===== src/rtl/bios_arb_pkg.sv =====
// Shared definitions for the BIOS memory port arbiter: FSM encoding and
// default address/data widths.
package bios_arb_pkg;

   localparam int ARB_ADDR_W = 11;
   localparam int ARB_DATA_W = 8;

   typedef enum logic [1:0] {
      ST_IDLE = 2'd0,
      ST_ACC  = 2'd1,
      ST_RESP = 2'd2
   } arb_state_t;

endpackage


===== src/rtl/arb_rr2.sv =====
// Two-way round-robin pick with an optional lock mask that restricts the
// choice to the lock holder.
module arb_rr2 (
   input  logic [1:0] i_req,
   input  logic       i_lock_en,
   input  logic       i_lock_id,
   input  logic       i_last,
   output logic       o_gnt_vld,
   output logic       o_gnt_id
);

   logic [1:0] w_elig;

   // Mask requests by lock, then prefer the requester not granted last on a tie
   always_comb begin
      w_elig = i_req;
      if (i_lock_en) begin
         w_elig = i_req & (i_lock_id ? 2'b10 : 2'b01);
      end
      o_gnt_vld = |w_elig;
      o_gnt_id  = 1'b0;
      case (w_elig)
         2'b01:   o_gnt_id = 1'b0;
         2'b10:   o_gnt_id = 1'b1;
         2'b11:   o_gnt_id = ~i_last;
         default: o_gnt_id = 1'b0;
      endcase
   end

endmodule


===== src/rtl/bios_port_arbiter.sv =====
// Arbitrates two requesters onto one single-port synchronous memory.
// Each access takes IDLE -> ACC (ce pulse) -> RESP (read data returns) and
// acks the owner on the way back to IDLE. A requester holding lock at its
// ack keeps exclusive access until it is seen idle-side with lock dropped.
module bios_port_arbiter
   import bios_arb_pkg::*;
#(
   parameter int ADDR_W = ARB_ADDR_W,
   parameter int DATA_W = ARB_DATA_W
) (
   input  logic              cpu_clk,
   input  logic              cpu_reset_n,
   input  logic [ADDR_W-1:0] c0_addr_i,
   input  logic              c0_oe_i,
   input  logic              c0_we_i,
   input  logic [DATA_W-1:0] c0_data_i,
   input  logic              c0_lock_i,
   output logic              c0_ack_o,
   output logic [DATA_W-1:0] c0_data_o,
   input  logic [ADDR_W-1:0] c1_addr_i,
   input  logic              c1_oe_i,
   input  logic              c1_we_i,
   input  logic [DATA_W-1:0] c1_data_i,
   input  logic              c1_lock_i,
   output logic              c1_ack_o,
   output logic [DATA_W-1:0] c1_data_o,
   output logic              mem_ce_o,
   output logic              mem_we_o,
   output logic [ADDR_W-1:0] mem_addr_o,
   output logic [DATA_W-1:0] mem_data_o,
   input  logic [DATA_W-1:0] mem_data_i,
   output logic [1:0]        owner_o
);

   arb_state_t        r_state;
   logic              r_ce;
   logic              r_we;
   logic [ADDR_W-1:0] r_addr;
   logic [DATA_W-1:0] r_wdata;
   logic [1:0]        r_owner;
   logic              r_c0_ack;
   logic              r_c1_ack;
   logic [DATA_W-1:0] r_c0_data;
   logic [DATA_W-1:0] r_c1_data;
   logic              r_cur_id;
   logic              r_cur_wr;
   logic              r_last;
   logic              r_lock;
   logic              r_lock_id;

   logic [1:0]        w_req;
   logic [1:0]        w_req_elig;
   logic [1:0]        w_lock_in;
   logic              w_lock_en;
   logic              w_gnt_vld;
   logic              w_gnt_id;
   logic              w_win_we;
   logic [ADDR_W-1:0] w_win_addr;
   logic [DATA_W-1:0] w_win_data;

   // A requester being acked this cycle is masked so a held request is not re-granted
   assign w_req      = {c1_oe_i | c1_we_i, c0_oe_i | c0_we_i};
   assign w_req_elig = w_req & ~{r_c1_ack, r_c0_ack};
   assign w_lock_in  = {c1_lock_i, c0_lock_i};
   // Lock only restricts arbitration while its holder still asserts lock_i
   assign w_lock_en  = r_lock & w_lock_in[r_lock_id];

   arb_rr2 u_rr (
      .i_req     (w_req_elig),
      .i_lock_en (w_lock_en),
      .i_lock_id (r_lock_id),
      .i_last    (r_last),
      .o_gnt_vld (w_gnt_vld),
      .o_gnt_id  (w_gnt_id)
   );

   assign w_win_we   = w_gnt_id ? c1_we_i   : c0_we_i;
   assign w_win_addr = w_gnt_id ? c1_addr_i : c0_addr_i;
   assign w_win_data = w_gnt_id ? c1_data_i : c0_data_i;

   // Access sequencer: grant in IDLE, strobe memory in ACC, ack and capture in RESP
   always_ff @(posedge cpu_clk or negedge cpu_reset_n) begin
      if (!cpu_reset_n) begin
         r_state   <= ST_IDLE;
         r_ce      <= 1'b0;
         r_we      <= 1'b0;
         r_addr    <= '0;
         r_wdata   <= '0;
         r_owner   <= 2'b00;
         r_c0_ack  <= 1'b0;
         r_c1_ack  <= 1'b0;
         r_c0_data <= '0;
         r_c1_data <= '0;
         r_cur_id  <= 1'b0;
         r_cur_wr  <= 1'b0;
         r_last    <= 1'b1;
         r_lock    <= 1'b0;
         r_lock_id <= 1'b0;
      end else begin
         r_c0_ack <= 1'b0;
         r_c1_ack <= 1'b0;
         case (r_state)
            ST_IDLE: begin
               if (r_lock && !w_lock_in[r_lock_id]) begin
                  r_lock <= 1'b0;
               end
               if (w_gnt_vld) begin
                  r_state  <= ST_ACC;
                  r_ce     <= 1'b1;
                  r_we     <= w_win_we;
                  r_addr   <= w_win_addr;
                  r_wdata  <= w_win_data;
                  r_owner  <= w_gnt_id ? 2'b10 : 2'b01;
                  r_cur_id <= w_gnt_id;
                  r_cur_wr <= w_win_we;
                  r_last   <= w_gnt_id;
               end
            end
            ST_ACC: begin
               r_state <= ST_RESP;
               r_ce    <= 1'b0;
               r_we    <= 1'b0;
            end
            ST_RESP: begin
               r_state   <= ST_IDLE;
               r_owner   <= 2'b00;
               r_lock    <= w_lock_in[r_cur_id];
               r_lock_id <= r_cur_id;
               if (r_cur_id) begin
                  r_c1_ack <= 1'b1;
                  if (!r_cur_wr) r_c1_data <= mem_data_i;
               end else begin
                  r_c0_ack <= 1'b1;
                  if (!r_cur_wr) r_c0_data <= mem_data_i;
               end
            end
            default: begin
               r_state <= ST_IDLE;
               r_ce    <= 1'b0;
               r_we    <= 1'b0;
               r_owner <= 2'b00;
            end
         endcase
      end
   end

   assign mem_ce_o   = r_ce;
   assign mem_we_o   = r_we;
   assign mem_addr_o = r_addr;
   assign mem_data_o = r_wdata;
   assign owner_o    = r_owner;
   assign c0_ack_o   = r_c0_ack;
   assign c1_ack_o   = r_c1_ack;
   assign c0_data_o  = r_c0_data;
   assign c1_data_o  = r_c1_data;

endmodule


===== config.mk =====
export PLATFORM = sky130hd
export DESIGN_NAME = bios_port_arbiter
export DESIGN_NICKNAME = d
export VERILOG_FILES = /design/src/rtl/bios_arb_pkg.sv /design/src/rtl/arb_rr2.sv /design/src/rtl/bios_port_arbiter.sv
export SDC_FILE = /design/constraint.sdc
export NUM_CORES = 1
export LEC_CHECK = 0
export ABC_AREA = 1
export ABC_CLOCK_PERIOD_IN_PS = 2800
export CAP_MARGIN = 5
export CORE_AREA = 2 2 110 59
export CTS_CLUSTER_SIZE = 16
export DETAILED_ROUTE_END_ITERATION = 12
export DIE_AREA = 0 0 112 61
export GPL_ROUTABILITY_DRIVEN = 0
export PLACE_DENSITY = 0.83
export SYNTH_ARGS = -nofsm -noshare
export SYNTH_HDL_FRONTEND = slang
export SYNTH_SLANG_ARGS = --single-unit
export TNS_END_PERCENT = 10

===== constraint.sdc =====
create_clock -name cpu_clk -period 2.8 [get_ports cpu_clk]
set_input_delay 0.56 -clock cpu_clk [delete_from_list [all_inputs] [get_ports cpu_clk]]
set_output_delay 0.56 -clock cpu_clk [all_outputs]
set_load 0.01 [all_outputs]

==> flow_summary.ini, run 1 <==
[sta]
fmax_mhz = 460.8
min_period_over_period_pct = 77.50
fin_ws_ns = 0.6300
fin_setup_tns_ns = 0
finalHoldViolCount = 0
fin_skew_ns = 0.004337
rsz0062_at_grt = false
slew_violations = 0
report.final.setup_viol = 0
timing.hold.ws_ns = 0.2495
slew_headroom_pct = 59.50
post-route-min-period_ns = 2.170
worstMarginPinSlew_ns = 0.6060

[cts]
postCtsSetupBuffers = 0
cts_resized = 0
ctsRootBufferMaster = clkbuf_16
cts_inserted_buffers = 5
cts_buffer_depth = 2
clk_latency_ns = 0.28
htreeDepth = 2
cts.sinks = 48
path_clk_slew_ns = 0.06
holdBufCountCts = 0
cts_tree = yes

[drt]
vias = 2106
drtIter0Drc = 255
avgViaCountPerCell = 4.765
drtPass1Iterations = 4
drc = 0
detail_route.wl_per_cell_um = 13.57
ant_nets = 0
routed_wl_um = 5996

[floorplan]
start_util_pct = 38.55
die_area_mm2 = 0.006832
core-area_mm2 = 0.005856
num_io_pins = 95
core.rowCount = 20
chipHeight_um = 61
fp.dieW_um = 112

[placed_design]
hpwl_um = 4436
numPlacedInstances = 434
io_buffers = 94
post-place-ws_ns = 0.3397

[critical_path]
cp_data_arrival_time_ns = 2.34
r2r_start = c1_ack_o
cp-end-kind = flip-flop
path_class = input port to flip-flop
worstPathRequired_ns = 2.97
start_kind = input port
r2r_slack_ns = 0.91
crit_path_max_fanout = 22
timing.rr.end = mem_addr_o[7]
rr_worst_depth = 7

[global_route]
antenna_found_initial = 0
overflow = 0
first_global_vias = 1946
grt_pass1_wl_um = 9487
grtUsageTotal_pct = 17.82
grt_max_degree = 26

[flow_run]
maxCapViolCount = 0

[final_layout]
nNetsFinal = 418
final_cell_mix = nand2_1, clkdlybuf4s50_1, dfrtp_1
num_antenna_cells = 0
layout_commonest_cell = nand2_1
drive_above_1_share_pct = 7.671
final_cells = 442
syn_to_final_growth_pct = 49.11

[synth]
synth_cells = 273
synth_nets = 327
ys_warn_count = 0
synth_area_mm2 = 0.002257
ys_seq_area_share_pct = 53.27
ys_types = 24
avgSynthCellArea_um2 = 8.268
ys_ff_latch = 48

[outcome]
status = finished clean

[min_path]
hold_class = input port to async pin

[power_and_ir_drop]
ir_worst_vdd_v = 0.0005037
pwr_density_cell_mw_per_mm2 = 1119
p_leak_nw = 1.655
[critical path: stages]
cell	delay [ns]
clkdlybuf4s50_1	0.51
o21bai_1	0.11
nor2_4	0.44
nand2_2	0.37
nand2_1	0.16
nand2_1	0.07
nand2_1	0.06
nand2_1	0.05
[kinds of logic (layout without fill, tap and decap cells)]
logic type	count (synthesis)	after routing	synth area share (%)
AND/OR/NAND/NOR	175	175	33.15
buffers and inverters	27	119	7.039
AO/OA/AOI/OAI	22	22	6.098
flip-flops	48	48	53.27
multiplexers	1	1	0.4435
[where the power goes]
group | internal [mW] | switching [mW]
sequential | 1.04 | 0.214
combinational | 0.864 | 0.992
clock | 0.420 | 0.240
[state kept, by name, summed over array words and instances (netlist names)]
signal      count
mem_addr_o     11
c0_data_o       8
c1_data_o       8
mem_data_o      8
owner_o         2
r_state         2
c0_ack_o        1
c1_ack_o        1
mem_ce_o        1
mem_we_o        1
r_cur_id        1
r_cur_wr        1
r_last          1
r_lock          1
r_lock_id       1
[worst max-delay path by stage]
stage / startpoint / to / depth (start not counted)
floorplan: c0_we_i / owner_o[0] / 7
global placement: c1_we_i / mem_addr_o[2] / 8
detailed placement: c1_we_i / mem_addr_o[9] / 8
CTS: c1_we_i / mem_addr_o[9] / 8
global route: c1_we_i / mem_data_o[0] / 8
finish: c1_we_i / mem_addr_o[7] / 8
[cells in the mapped netlist]
library cell  number  area share (%)
a21boi_4           1            0.83
a21oi_1            1            0.22
buf_2              4            0.89
buf_4              2            0.66
buf_6              6             3.0
dfrtp_1           47              52
dfstp_2            1             1.2
inv_1             12             2.0
inv_2              3            0.50
mux2i_1            1            0.44
nand2_1          132              22
nand2_2            3            0.83
nand2_4            1            0.50
nand3_1           23             5.1
nand3_2            1            0.44
nand3_4            1            0.78
nand4_1            1            0.28
nor2_1             7             1.2
nor2_2             4             1.1
nor2_4             2             1.0
o21ai_0            2            0.44
o21ai_1           16             3.5
o21ai_4            1            0.72
o21bai_1           1            0.33
[per-stage QoR]
stage               util (%)  total power [mW]  area (um2)
floorplan                  -             2.375        2257
global placement       54.68             3.071        3202
detailed placement     54.68             3.128        3202
CTS                    57.48             3.803        3366
global route           57.48             4.054        3366
finish                 57.48             3.766        3366
[per-layer routing]
metal	GRT usage [%]	vias to the layer above	part of all wire [%]	wire length [um]
met5	0	-	0	0
met4	2.091	0	0	0
met3	6.793	0	9.0	538
met2	28.23	78	42	2534
met1	24.56	995	49	2923
li1	-	1033	-	-
[layout make-up]
| class | count | area [um2] |
|---|---|---|
| multi-input cells | 198 | 895.9 |
| repair buffers | 96 | 950.9 |
| well taps | 77 | 96.34 |
| fillers | 548 | 2490 |
| clock buffers | 6 | 128.9 |
| flip-flops and latches | 48 | 1202 |
| inverters | 15 | 56.30 |
| clock inverters | 2 | 35.03 |
Power figures use the tool's default switching activity.
==> run 2: changes to the inputs <==
Settings changed: ABC_CLOCK_PERIOD_IN_PS 2800 to 1840, CORE_AREA 2 2 110 59 to 2 2 112 60, DIE_AREA 0 0 112 61 to 0 0 114 62.
Clock period 2.8 ns to 1.84 ns, I/O delays scaled along.
==> run 2 against run 1 <==
Compared with the run above: clock power rose by 55%; register-to-register slack got worse by 0.58 ns; global-route usage barely moved; hold slack got worse by 0.21 ns; sequential share of layout area fell by 1.1 points; flip-flop and latch count did not move; sequential power rose by 52%; largest power group unchanged.
==> flow_summary.ini, run 2 (same netlist as run 1, synthesis figures left out) <==
[placed_design]
io_buffers = 94
dpl-instance-area_mm2 = 0.003303
numPlacedInstances = 445
hpwl_um = 4501

[power_and_ir_drop]
ir_worst_vdd_v = 0.0007480
seq_power_share_pct = 31.8
pwr-share-comb_pct = 51.1
p_int_mw = 3.700
p_switching_mw = 2.282
p_leak_nw = 1.705
swShare_pct = 38.15
clkPwrFrac_pct = 17.1
pwr_density_cell_mw_per_mm2 = 1724

[final_layout]
fill_cells = 575
num_antenna_cells = 0
largest_reg_flops = 11
layout_commonest_cell = nand2_1
nNetsFinal = 426
post-route-util_pct = 55.50
ff_latch_area_mm2 = 0.001202
syn_to_final_growth_pct = 53.77
final_cells = 453
final_cell_mix = nand2_1, clkdlybuf4s50_1, dfrtp_1
finish.instance_area_mm2 = 0.003471
drive_above_1_share_pct = 9.920
multi_input_area_um2 = 895.9

[critical_path]
critPathMaxStageDelay_ns = 0.56
cp_data_arrival_time_ns = 1.27
cp_cell_sequence = clkdlybuf4s50_1
cp_slowest_cell = clkdlybuf4s50_1
critPathTopFamily = buffers and inverters
start_kind = flip-flop
path_class = flip-flop to output pin
cp.buffers_inverters = 1
crit_path_max_fanout = 2
cp-end-kind = output pin
worstPathRequired_ns = 1.47

[global_route]
grt_max_degree = 23
grt_pass1_wl_um = 9742
first_global_vias = 2078
antenna_found_initial = 0
overflow = 0
grtUsageTotal_pct = 17.83

[drt]
routed_wl_um = 6030
avgViaCountPerCell = 4.629
ant_nets = 0
vias = 2097
drtIter0Drc = 87
drc = 0
detail_route.wl_per_cell_um = 13.31
drtPass1Iterations = 4

[sta]
fin_skew_ns = 0.005719
post-route-min-period_ns = 1.634
slew_headroom_pct = 63.73
fin_setup_tns_ns = 0
rsz0062_at_grt = false
report.final.setup_viol = 0
worstMarginPinSlew_ns = 0.5428
slew_violations = 0
fmax_mhz = 612.0
min_period_over_period_pct = 88.80
finalHoldViolCount = 0

[cts]
cts_resized = 0
cts_tree = yes
holdBufCountCts = 0
htreeDepth = 2
cts_buffer_depth = 2
ctsRootBufferMaster = clkbuf_16
clk_latency_ns = 0.28
path_clk_slew_ns = 0.06
cts_inserted_buffers = 5
postCtsSetupBuffers = 0
cts.sinks = 48

[floorplan]
num_io_pins = 95
core-area_mm2 = 0.006254
chipHeight_um = 62
die_area_mm2 = 0.007068
fp.dieW_um = 114
core.rowCount = 21
start_util_pct = 36.09

[outcome]
status = finished clean

[flow_run]
maxCapViolCount = 0

[min_path]
hold_class = input port to async pin
-- run 2: changes by cell type in the layout (fill, tap and decap cells not counted) --
cell / change
buf_4: +5
clkinvlp_4: +1
clkbuf_1: -1
buf_12: +3
-- run 2: final timing paths --
check / slack (ns) / from / depth (start not counted) / end
worst max-delay path: 0.21 / mem_we_o / 1 / mem_we_o
worst min-delay path: 0.04 / cpu_reset_n / 1 / mem_addr_o[2]
worst max register to register: 0.33 / c1_ack_o / 8 / mem_addr_o[10]
worst min register to register: 0.48 / r_last / 2 / r_last
max in group asynchronous: 1.13 / cpu_reset_n / 2 / c1_data_o[1]
min in group cpu_clk: 0.48 / r_last / 2 / r_last
-- run 2: metrics by stage --
| step | setup WS [ns] | hold WS, ns | power, mW |
|---|---|---|---|
| after CTS | 0.2067 | 0.05435 | 6.034 |
| after floorplan | 0.5888 | 0.07241 | 3.615 |
| after detailed placement | -0.04339 | 0.3562 | 4.993 |
| after global placement | -0.01781 | 0.3465 | 4.901 |
| after global routing | 0.1160 | 0.06565 | 6.485 |
| final | 0.2061 | 0.03882 | 5.982 |
-- run 2: power by group through the flow --
stage	combinational [mW]	clock (mW)	sequential (mW)
CTS	3.09	1.04	1.90
global route	3.42	1.09	1.97
floorplan	1.55	0	2.06
finish	3.06	1.02	1.90
global placement	3.00	0	1.90
detailed placement	3.09	0	1.90
-- run 2: layout make-up --
type                            count  area share (%)
Clock buffer                        5           3.605
Tap cell                           80           2.884
Sequential cell                    48           34.64
Clock inverter                      3           1.226
Timing Repair Buffer              104           30.21
Multi-Input combinational cell    198           25.81
Inverter                           15           1.622
-- run 2: worst register-to-register path, delay by kind of cell (launching register included) --
kind	cells	cell delay, ns
AOI/OAI and AO/OA	1	0.20
buffers and inverters	1	0.16
DFF	1	0.40
and+or+nand+nor	6	0.64
-- run 2: per-layer routing --
| metal | global-route usage (%) | up-vias | wire [um] |
|---|---|---|---|
| met1 | 23.40 | 970 | 2850 |
| met2 | 29.42 | 76 | 2570 |
| met4 | 3.136 | 0 | 23 |
| met3 | 6.596 | 5 | 586 |
| met5 | 0 | - | 0 |
| li1 | - | 1046 | - |
